## src/rtl/mips_cpu_bus.sv

```systemverilog
// mips_cpu_bus: multi-cycle, non-pipelined MIPS32 (little-endian) integer core
// with a single Avalon-MM style master port shared by fetch and data access.
// Boots from RESET_VECTOR and halts once it tries to fetch from address 0.
//
// Optional feature macro: HILO_MULT_EN
//   defined     -> HI/LO registers plus MULT, MULTU, MFHI, MFLO, MTHI, MTLO
//   not defined -> those six opcodes execute as NOPs, no HI/LO storage
//
// Bus handshake: read or write is raised together with address/writedata,
// all taken straight from registers, and held unchanged while waitrequest=1.
// The access completes on the rising edge where waitrequest=0; readdata is
// sampled on that same edge. read and write are never high at the same time.
//
// The FSM state is visible as state_q (type state_t) for bound checkers.

module mips_cpu_bus #(
   parameter logic [31:0] RESET_VECTOR = 32'hBFC00000
) (
   input  logic        clk,
   input  logic        reset,
   output logic        active,
   output logic [31:0] register_v0,
   output logic [31:0] address,
   output logic        write,
   output logic        read,
   input  logic        waitrequest,
   output logic [31:0] writedata,
   output logic [3:0]  byteenable,
   input  logic [31:0] readdata
);

   typedef enum logic [1:0] {
      S_FETCH = 2'd0,
      S_EXEC  = 2'd1,
      S_MEM   = 2'd2,
      S_HALT  = 2'd3
   } state_t;

   localparam logic [5:0] OP_SPECIAL = 6'h00;
   localparam logic [5:0] OP_REGIMM  = 6'h01;
   localparam logic [5:0] OP_J       = 6'h02;
   localparam logic [5:0] OP_JAL     = 6'h03;
   localparam logic [5:0] OP_BEQ     = 6'h04;
   localparam logic [5:0] OP_BNE     = 6'h05;
   localparam logic [5:0] OP_BLEZ    = 6'h06;
   localparam logic [5:0] OP_BGTZ    = 6'h07;
   localparam logic [5:0] OP_ADDIU   = 6'h09;
   localparam logic [5:0] OP_SLTI    = 6'h0A;
   localparam logic [5:0] OP_SLTIU   = 6'h0B;
   localparam logic [5:0] OP_ANDI    = 6'h0C;
   localparam logic [5:0] OP_ORI     = 6'h0D;
   localparam logic [5:0] OP_XORI    = 6'h0E;
   localparam logic [5:0] OP_LUI     = 6'h0F;
   localparam logic [5:0] OP_LW      = 6'h23;
   localparam logic [5:0] OP_SW      = 6'h2B;

   localparam logic [5:0] F_SLL  = 6'h00;
   localparam logic [5:0] F_SRL  = 6'h02;
   localparam logic [5:0] F_SRA  = 6'h03;
   localparam logic [5:0] F_SLLV = 6'h04;
   localparam logic [5:0] F_SRLV = 6'h06;
   localparam logic [5:0] F_SRAV = 6'h07;
   localparam logic [5:0] F_JR   = 6'h08;
   localparam logic [5:0] F_JALR = 6'h09;
   localparam logic [5:0] F_ADDU = 6'h21;
   localparam logic [5:0] F_SUBU = 6'h23;
   localparam logic [5:0] F_AND  = 6'h24;
   localparam logic [5:0] F_OR   = 6'h25;
   localparam logic [5:0] F_XOR  = 6'h26;
   localparam logic [5:0] F_NOR  = 6'h27;
   localparam logic [5:0] F_SLT  = 6'h2A;
   localparam logic [5:0] F_SLTU = 6'h2B;
`ifdef HILO_MULT_EN
   localparam logic [5:0] F_MFHI  = 6'h10;
   localparam logic [5:0] F_MTHI  = 6'h11;
   localparam logic [5:0] F_MFLO  = 6'h12;
   localparam logic [5:0] F_MTLO  = 6'h13;
   localparam logic [5:0] F_MULT  = 6'h18;
   localparam logic [5:0] F_MULTU = 6'h19;
`endif

   // Architectural and bus state
   state_t      state_q;
   logic [31:0] pc_q;          // address of the instruction being fetched/executed
   logic [31:0] npc_q;         // address of the next instruction (delay slot aware)
   logic [31:0] instr_q;
   logic        active_q;
   logic        read_q;
   logic        write_q;
   logic [31:0] address_q;
   logic [31:0] writedata_q;
   logic [31:0] gpr_q [32];

   // Instruction fields
   logic [5:0]  opcode;
   logic [4:0]  rs;
   logic [4:0]  rt;
   logic [4:0]  rd;
   logic [4:0]  shamt;
   logic [5:0]  funct;
   logic [15:0] imm;
   logic [25:0] jidx;

   // Operands and derived addresses
   logic [31:0] rs_val;
   logic [31:0] rt_val;
   logic [31:0] simm;
   logic [31:0] zimm;
   logic [31:0] pc_plus4;
   logic [31:0] link_addr;
   logic [31:0] br_target;
   logic [31:0] j_target;
   logic [31:0] mem_addr;
   logic        is_lw;
   logic        is_sw;

   // Execute results
   logic [31:0] pc_d;
   logic [31:0] npc_d;
   logic        exec_we;
   logic [4:0]  exec_rd;
   logic [31:0] exec_data;

   // Register file write port
   logic        wb_en;
   logic [4:0]  wb_addr;
   logic [31:0] wb_data;

`ifdef HILO_MULT_EN
   logic [31:0] hi_q;
   logic [31:0] lo_q;
   logic [31:0] hi_d;
   logic [31:0] lo_d;
   logic        hilo_we;
   logic [63:0] prod_s;
   logic [63:0] prod_u;
`endif

   assign opcode = instr_q[31:26];
   assign rs     = instr_q[25:21];
   assign rt     = instr_q[20:16];
   assign rd     = instr_q[15:11];
   assign shamt  = instr_q[10:6];
   assign funct  = instr_q[5:0];
   assign imm    = instr_q[15:0];
   assign jidx   = instr_q[25:0];

   assign rs_val    = gpr_q[rs];
   assign rt_val    = gpr_q[rt];
   assign simm      = {{16{imm[15]}}, imm};
   assign zimm      = {16'h0000, imm};
   assign pc_plus4  = pc_q + 32'd4;
   assign link_addr = pc_plus4 + 32'd4;
   // npc_q is the delay-slot PC while a branch executes
   assign br_target = npc_q + {simm[29:0], 2'b00};
   assign j_target  = {pc_plus4[31:28], jidx, 2'b00};
   // Unaligned data accesses are silently forced onto a word boundary
   assign mem_addr  = (rs_val + simm) & 32'hFFFF_FFFC;
   assign is_lw     = (opcode == OP_LW);
   assign is_sw     = (opcode == OP_SW);
   // The delay slot (or fall-through) always becomes the next instruction
   assign pc_d      = npc_q;

`ifdef HILO_MULT_EN
   assign prod_s = $signed({{32{rs_val[31]}}, rs_val}) * $signed({{32{rt_val[31]}}, rt_val});
   assign prod_u = {32'h0, rs_val} * {32'h0, rt_val};
`endif

   // Decode, ALU and branch resolution for the latched instruction
   always_comb begin
      npc_d     = npc_q + 32'd4;
      exec_we   = 1'b0;
      exec_rd   = rt;
      exec_data = 32'd0;
`ifdef HILO_MULT_EN
      hilo_we   = 1'b0;
      hi_d      = hi_q;
      lo_d      = lo_q;
`endif
      case (opcode)
         OP_SPECIAL: begin
            exec_rd = rd;
            case (funct)
               F_SLL:  begin exec_we = 1'b1; exec_data = rt_val << shamt; end
               F_SRL:  begin exec_we = 1'b1; exec_data = rt_val >> shamt; end
               F_SRA:  begin exec_we = 1'b1; exec_data = $unsigned($signed(rt_val) >>> shamt); end
               F_SLLV: begin exec_we = 1'b1; exec_data = rt_val << rs_val[4:0]; end
               F_SRLV: begin exec_we = 1'b1; exec_data = rt_val >> rs_val[4:0]; end
               F_SRAV: begin exec_we = 1'b1; exec_data = $unsigned($signed(rt_val) >>> rs_val[4:0]); end
               F_JR:   npc_d = rs_val;
               F_JALR: begin npc_d = rs_val; exec_we = 1'b1; exec_data = link_addr; end
               F_ADDU: begin exec_we = 1'b1; exec_data = rs_val + rt_val; end
               F_SUBU: begin exec_we = 1'b1; exec_data = rs_val - rt_val; end
               F_AND:  begin exec_we = 1'b1; exec_data = rs_val & rt_val; end
               F_OR:   begin exec_we = 1'b1; exec_data = rs_val | rt_val; end
               F_XOR:  begin exec_we = 1'b1; exec_data = rs_val ^ rt_val; end
               F_NOR:  begin exec_we = 1'b1; exec_data = ~(rs_val | rt_val); end
               F_SLT:  begin exec_we = 1'b1; exec_data = {31'd0, $signed(rs_val) < $signed(rt_val)}; end
               F_SLTU: begin exec_we = 1'b1; exec_data = {31'd0, rs_val < rt_val}; end
`ifdef HILO_MULT_EN
               F_MFHI:  begin exec_we = 1'b1; exec_data = hi_q; end
               F_MFLO:  begin exec_we = 1'b1; exec_data = lo_q; end
               F_MTHI:  begin hilo_we = 1'b1; hi_d = rs_val; end
               F_MTLO:  begin hilo_we = 1'b1; lo_d = rs_val; end
               F_MULT:  begin hilo_we = 1'b1; hi_d = prod_s[63:32]; lo_d = prod_s[31:0]; end
               F_MULTU: begin hilo_we = 1'b1; hi_d = prod_u[63:32]; lo_d = prod_u[31:0]; end
`endif
               default: ;
            endcase
         end
         OP_REGIMM: begin
            if ((rt == 5'd0) && rs_val[31]) npc_d = br_target;       // BLTZ
            if ((rt == 5'd1) && !rs_val[31]) npc_d = br_target;      // BGEZ
         end
         OP_J:    npc_d = j_target;
         OP_JAL:  begin npc_d = j_target; exec_we = 1'b1; exec_rd = 5'd31; exec_data = link_addr; end
         OP_BEQ:  if (rs_val == rt_val) npc_d = br_target;
         OP_BNE:  if (rs_val != rt_val) npc_d = br_target;
         OP_BLEZ: if (rs_val[31] || (rs_val == 32'd0)) npc_d = br_target;
         OP_BGTZ: if (!rs_val[31] && (rs_val != 32'd0)) npc_d = br_target;
         OP_ADDIU: begin exec_we = 1'b1; exec_data = rs_val + simm; end
         OP_SLTI:  begin exec_we = 1'b1; exec_data = {31'd0, $signed(rs_val) < $signed(simm)}; end
         OP_SLTIU: begin exec_we = 1'b1; exec_data = {31'd0, rs_val < simm}; end
         OP_ANDI:  begin exec_we = 1'b1; exec_data = rs_val & zimm; end
         OP_ORI:   begin exec_we = 1'b1; exec_data = rs_val | zimm; end
         OP_XORI:  begin exec_we = 1'b1; exec_data = rs_val ^ zimm; end
         OP_LUI:   begin exec_we = 1'b1; exec_data = {imm, 16'h0000}; end
         default: ;
      endcase
   end

   // Select the register file write: EXEC results, or load data on LW accept
   always_comb begin
      wb_en   = 1'b0;
      wb_addr = 5'd0;
      wb_data = 32'd0;
      if ((state_q == S_EXEC) && exec_we) begin
         wb_en   = 1'b1;
         wb_addr = exec_rd;
         wb_data = exec_data;
      end else if ((state_q == S_MEM) && is_lw && !waitrequest) begin
         wb_en   = 1'b1;
         wb_addr = rt;
         wb_data = readdata;
      end
   end

   // Main control FSM with registered bus outputs
   always_ff @(posedge clk or posedge reset) begin
      if (reset) begin
         state_q     <= S_FETCH;
         pc_q        <= RESET_VECTOR;
         npc_q       <= RESET_VECTOR + 32'd4;
         instr_q     <= 32'd0;
         active_q    <= 1'b1;
         read_q      <= 1'b0;
         write_q     <= 1'b0;
         address_q   <= 32'd0;
         writedata_q <= 32'd0;
      end else begin
         case (state_q)
            S_FETCH: begin
               if (!read_q) begin
                  // No fetch issued yet: either start one or stop at PC 0
                  if (pc_q == 32'd0) begin
                     state_q  <= S_HALT;
                     active_q <= 1'b0;
                  end else begin
                     read_q    <= 1'b1;
                     address_q <= pc_q;
                  end
               end else if (!waitrequest) begin
                  instr_q <= readdata;
                  read_q  <= 1'b0;
                  state_q <= S_EXEC;
               end
            end
            S_EXEC: begin
               pc_q  <= pc_d;
               npc_q <= npc_d;
               if (is_lw) begin
                  read_q    <= 1'b1;
                  address_q <= mem_addr;
                  state_q   <= S_MEM;
               end else if (is_sw) begin
                  write_q     <= 1'b1;
                  address_q   <= mem_addr;
                  writedata_q <= rt_val;
                  state_q     <= S_MEM;
               end else begin
                  // Issue the next fetch straight away to keep CPI at 2
                  state_q <= S_FETCH;
                  if (pc_d != 32'd0) begin
                     read_q    <= 1'b1;
                     address_q <= pc_d;
                  end
               end
            end
            S_MEM: begin
               if (!waitrequest) begin
                  read_q  <= 1'b0;
                  write_q <= 1'b0;
                  state_q <= S_FETCH;
                  if (pc_q != 32'd0) begin
                     read_q    <= 1'b1;
                     address_q <= pc_q;
                  end
               end
            end
            S_HALT: begin
               active_q <= 1'b0;
               read_q   <= 1'b0;
               write_q  <= 1'b0;
            end
            default: state_q <= S_HALT;
         endcase
      end
   end

   // General purpose registers; $0 is never written so it always reads 0
   always_ff @(posedge clk or posedge reset) begin
      if (reset) begin
         for (int i = 0; i < 32; i++) gpr_q[i] <= 32'd0;
      end else if (wb_en && (wb_addr != 5'd0)) begin
         gpr_q[wb_addr] <= wb_data;
      end
   end

`ifdef HILO_MULT_EN
   // HI/LO multiply result registers
   always_ff @(posedge clk or posedge reset) begin
      if (reset) begin
         hi_q <= 32'd0;
         lo_q <= 32'd0;
      end else if ((state_q == S_EXEC) && hilo_we) begin
         hi_q <= hi_d;
         lo_q <= lo_d;
      end
   end
`endif

   assign active      = active_q;
   assign register_v0 = gpr_q[2];
   assign address     = address_q;
   assign read        = read_q;
   assign write       = write_q;
   assign writedata   = writedata_q;
   assign byteenable  = 4'b1111;

endmodule

```

## config.mk

```make
export PLATFORM = sky130hd
export DESIGN_NAME = mips_cpu_bus
export DESIGN_NICKNAME = d
export VERILOG_FILES = /design/src/rtl/mips_cpu_bus.sv
export SDC_FILE = /design/constraint.sdc
export NUM_CORES = 2
export LEC_CHECK = 0
export CAP_MARGIN = 40
export CORE_MARGIN = 4
export CORE_UTILIZATION = 45
export CTS_BUF_LIST = sky130_fd_sc_hd__clkbuf_8 sky130_fd_sc_hd__clkbuf_16
export CTS_CLUSTER_SIZE = 8
export DETAILED_ROUTE_END_ITERATION = 8
export SLEW_MARGIN = 40
export SYNTH_ARGS = -nofsm -noshare
export SYNTH_HDL_FRONTEND = slang
export SYNTH_SLANG_ARGS = --single-unit
export TNS_END_PERCENT = 20
```

## constraint.sdc

```tcl
create_clock -name clk -period 60 [get_ports clk]
set_input_delay 12 -clock clk [delete_from_list [all_inputs] [get_ports clk]]
set_output_delay 12 -clock clk [all_outputs]
set_load 0.005 [all_outputs]
```

==> insert_results.sql <==
INSERT INTO impl_metrics (metric_group, metric, value, unit) VALUES
('run_status', 'status', 'finished with violations', ''),
('run_status', 'violations_in_the_final_reports', 'DRC', ''),
('timing', 'period_share', '26.6', '%'),
('timing', 'grt_setup_unrepaired', 'no', ''),
('clock_network', 'cts_made_buffers', '168', ''),
('floorplanning', 'dieArea', '0.191', 'mm2'),
('timing', 'timing.setup.tns', '0', 'ns'),
('clock_network', 'cts_setup_buffers', '0', ''),
('synth', 'syn_area', '0.0827', 'mm2'),
('synth', 'synth-seq-cells', '1189', ''),
('final_layout', 'postLayoutCellArea', '0.0919', 'mm2'),
('synth', 'yosysWarnings', '0', ''),
('worst_setup_path', 'cp_max_fo', '24', ''),
('clock_network', 'worst_setup_hold_path_clk_slew', '0.05', 'ns'),
('power', 'fin_total_pwr', '5.04', 'mW'),
('routing', 'route.detailed.drc', '15', ''),
('synth', 'async_flop_share', '100', '%'),
('floorplanning', 'initial_core_util', '45.2', '%'),
('timing', 'final-max-slew-violation-count', '0', ''),
('final_layout', 'sequential_cell_area', '0.0298', 'mm2'),
('final_layout', 'final.fill_count', '16400', ''),
('final_layout', 'areaGrowthSynthToFinish', '11.0', '%'),
('placed_design', 'detailed_place_hpwl', '277000', 'um'),
('clock_network', 'clk_latency', '0.85', 'ns'),
('global_routing', 'global_route_wire_length_before_repair', '550000', 'um'),
('power', 'irDropWorstVdd', '0.0000469', 'V'),
('routing', 'routed_via_density', '6.98', ''),
('floorplanning', 'placement_rows', '157', ''),
('final_layout', 'mostFrequentLayoutCells', 'sky130_fd_sc_hd__dfrtp_1, sky130_fd_sc_hd__mux2_2, sky130_fd_sc_hd__nand2_1, sky130_fd_sc_hd__a21oi_1, sky130_fd_sc_hd__nor2_1', ''),
('power', 'pwr_density_cell', '54.9', 'mW/mm2'),
('timing', 'tightest_hold_margin', '0.398', 'ns'),
('routing', 'route.detailed.wl_per_inst', '38.5', 'um'),
('worst_setup_path', 'worst_ep_required_time', '60.70', 'ns'),
('global_routing', 'track_usage', '40.5', '%'),
('routing', 'routed-via-count', '71500', ''),
('worst_setup_path', 'critical_path_arrival', '16.66', 'ns'),
('global_routing', 'antenna_found_initial', '21', ''),
('clock_network', 'tritoncts', 'built', ''),
('timing', 'layout_min_cycle_time', '15.96', 'ns'),
('timing', 'worst_slew_margin_rel', '35.8', '%'),
('routing', 'route.antenna.remaining_nets', '0', ''),
('floorplanning', 'design.portCount', '138', ''),
('routing', 'finalWirelength', '395000', 'um'),
('power', 'power.static_leakage', '39.7', 'nW'),
('worst_setup_path', 'category_of_the_most_critical_setup_path', 'input port to register', ''),
('synth', 'synth_enable_flop_cells', '0', ''),
('synth', 'netlist-cell-type-count', '104', ''),
('timing', 'max_slew.worst_pin.slew', '0.955', 'ns'),
('synth', 'syn-instance-count', '7853', ''),
('floorplanning', 'dieHeight', '437', 'um'),
('routing', 'drt_iter0_drc', '8700', ''),
('clock_network', 'post_cts_resize_count', '0', ''),
('synth', 'synthesis.area_per_instance', '10.5', 'um2'),
('clock_network', 'h_tree_levels', '4', ''),
('clock_network', 'clk_path_buf_depth', '3', ''),
('global_routing', 'vias_in_the_first_global_route', '69300', ''),
('placed_design', 'gp_routability_congestion', '1.05', ''),
('clock_network', 'root_driver', 'sky130_fd_sc_hd__clkbuf_16', ''),
('timing', 'finalSetupViolations', '0', ''),
('placed_design', 'io_buffer_count', '133', ''),
('synth', 'register_area_share_after_synthesis', '36.0', '%'),
('final_layout', 'nets', '8012', ''),
('hold_path', 'timing.hold.worst.class', 'register to register', ''),
('worst_setup_path', 'endpoint_kind', 'register', ''),
('floorplanning', 'core-area', '0.183', 'mm2'),
('global_routing', 'maximum_number_of_pins_on_one_net_before_global_route_repair', '101', ''),
('timing', 'fmax', '0.0627', 'GHz'),
('final_layout', 'multi_input_area', '0.0495', 'mm2'),
('final_layout', 'final_common_cell', 'sky130_fd_sc_hd__dfrtp_1', ''),
('global_routing', 'globalRouteOverflowTotal', '0', ''),
('routing', 'drt_first_pass_iters', '9', ''),
('timing', 'report.final.hold_viol_count', '0', ''),
('worst_setup_path', 'category_of_the_worst_setup_path_launch_point', 'input port', ''),
('clock_network', 'cts-hold-fix-buffers', '0', ''),
('synth', 'ys.flop_type', 'sky130_fd_sc_hd__dfrtp_1', ''),
('placed_design', 'placed_area', '0.0871', 'mm2'),
('final_layout', 'layout_cell_share_with_drive_strength_beyond_1', '26.3', '%'),
('timing', 'timing.clock.skew', '0.0383', 'ns'),
('floorplanning', 'dieWidth', '437', 'um'),
('run', 'drv_cap', '0', ''),
('clock_network', 'cts.sink_count', '1189', '');
## worst max-delay path, cell delays in order
cell and delay, ns:
sky130_fd_sc_hd__clkdlybuf4s50_1 0.54, sky130_fd_sc_hd__nor4b_2 0.46, sky130_fd_sc_hd__buf_4 0.45, sky130_fd_sc_hd__a31o_2 0.26
sky130_fd_sc_hd__nand2_1 0.07, sky130_fd_sc_hd__o21ai_1 0.30, sky130_fd_sc_hd__nand2_1 0.61, sky130_fd_sc_hd__nor2_4 0.88
sky130_fd_sc_hd__buf_4 0.62, sky130_fd_sc_hd__mux2_2 0.40
## final timing paths
path	from	end	slack [ns]	depth (start not counted)
max	waitrequest	gpr_q[53]	44.04	10
max reg2reg	instr_q[22]	gpr_q[0]	50.70	21
min reg2reg	gpr_q[1018]	gpr_q[1018]	0.40	0
max in group asynchronous	reset	gpr_q[153]	45.32	6
min in group asynchronous	reset	writedata[9]	11.67	2
min	gpr_q[1018]	gpr_q[1018]	0.40	0
## cells by family after synthesis
family                   count (synthesis)  synth area share (%)
AND/OR/NAND/NOR                       1689                  9.48
flip-flops                            1189                  36.0
AO/OA/AOI/OAI                         1864                  14.7
other                                    1               0.00453
multiplexers                          1761                  29.4
adder cells (fa/ha/maj)                248                  3.78
buffers and inverters                  965                  5.18
XOR/XNOR                               136                  1.44
## routing by layer
metal	track usage, %	vias to the layer above	wire, um
met5	0	-	0
met4	28.3	0	33400
met3	9.68	1174	38600
met2	60.8	4419	173000
met1	51.6	36700	149000
li1	-	29200	-
## cell usage after synthesis, types with 33 or more instances
cell	count	share of area (%)
sky130_fd_sc_hd__buf_1	49	0.22
sky130_fd_sc_hd__nand4_1	54	0.41
sky130_fd_sc_hd__mux2_2	841	11
sky130_fd_sc_hd__nand3_1	136	0.82
sky130_fd_sc_hd__o22ai_1	119	0.90
sky130_fd_sc_hd__a221oi_1	45	0.48
sky130_fd_sc_hd__buf_4	72	0.65
sky130_fd_sc_hd__o221ai_1	38	0.40
sky130_fd_sc_hd__xnor2_1	94	0.99
sky130_fd_sc_hd__clkbuf_1	471	2.1
sky130_fd_sc_hd__o211ai_1	75	0.68
sky130_fd_sc_hd__nor3_1	90	0.54
sky130_fd_sc_hd__nor2_1	527	2.4
sky130_fd_sc_hd__and3_1	41	0.31
sky130_fd_sc_hd__buf_2	133	0.80
sky130_fd_sc_hd__mux4_2	451	12
sky130_fd_sc_hd__xor2_1	42	0.44
sky130_fd_sc_hd__a211oi_1	87	0.79
sky130_fd_sc_hd__and2_1	33	0.25
sky130_fd_sc_hd__a22oi_1	189	1.7
sky130_fd_sc_hd__or3_1	33	0.25
sky130_fd_sc_hd__nor2b_1	35	0.26
sky130_fd_sc_hd__a21oi_1	502	3.0
sky130_fd_sc_hd__nor4_1	60	0.45
sky130_fd_sc_hd__inv_1	199	0.90
sky130_fd_sc_hd__o21ai_0	310	1.9
sky130_fd_sc_hd__o21bai_1	34	0.31
sky130_fd_sc_hd__ha_1	243	3.7
sky130_fd_sc_hd__a22o_1	33	0.35
sky130_fd_sc_hd__dfrtp_1	1169	35
sky130_fd_sc_hd__a31oi_1	102	0.77
sky130_fd_sc_hd__nand2b_1	43	0.33
sky130_fd_sc_hd__mux2i_1	468	5.7
sky130_fd_sc_hd__o31ai_1	38	0.34
sky130_fd_sc_hd__nand2_1	535	2.4
sky130_fd_sc_hd__a21o_1	50	0.45
## power breakdown
part	internal, mW	switching [mW]	total, mW
clock network	0.500	0.376	0.876
logic	0.977	2.17	3.15
registers	0.868	0.153	1.02
total	2.35	2.70	5.04
## stage by stage
stage | utilization [%] | worst slack, ns | cells
floorplan | - | 14.54 | 7856
global placement | 47.4 | 43.39 | 10000
detailed placement | 47.6 | 43.33 | 10000
CTS | 50.1 | 44.21 | 10200
global route | 50.2 | 43.97 | 10200
finish | 50.2 | 44.04 | 10200
## layout make-up
cell class	instances	share of cell area, %
multi-input cells	5702	53.9
flip-flops and latches	1189	32.5
clock buffers	170	4.62
repair buffers	459	4.41
well taps	2464	3.36
inverters	210	0.869
clock inverters	38	0.395
diodes	11	0.0300
## state kept, by name (all words and copies together) (netlist names)
register / cells
state_q: 2
register_v0: 32
writedata: 32
write: 1
gpr_q: 992
instr_q: 32
active: 1
read: 1
address: 32
pc_q: 32
npc_q: 32
No activity file was read; power rests on OpenSTA's default activity.
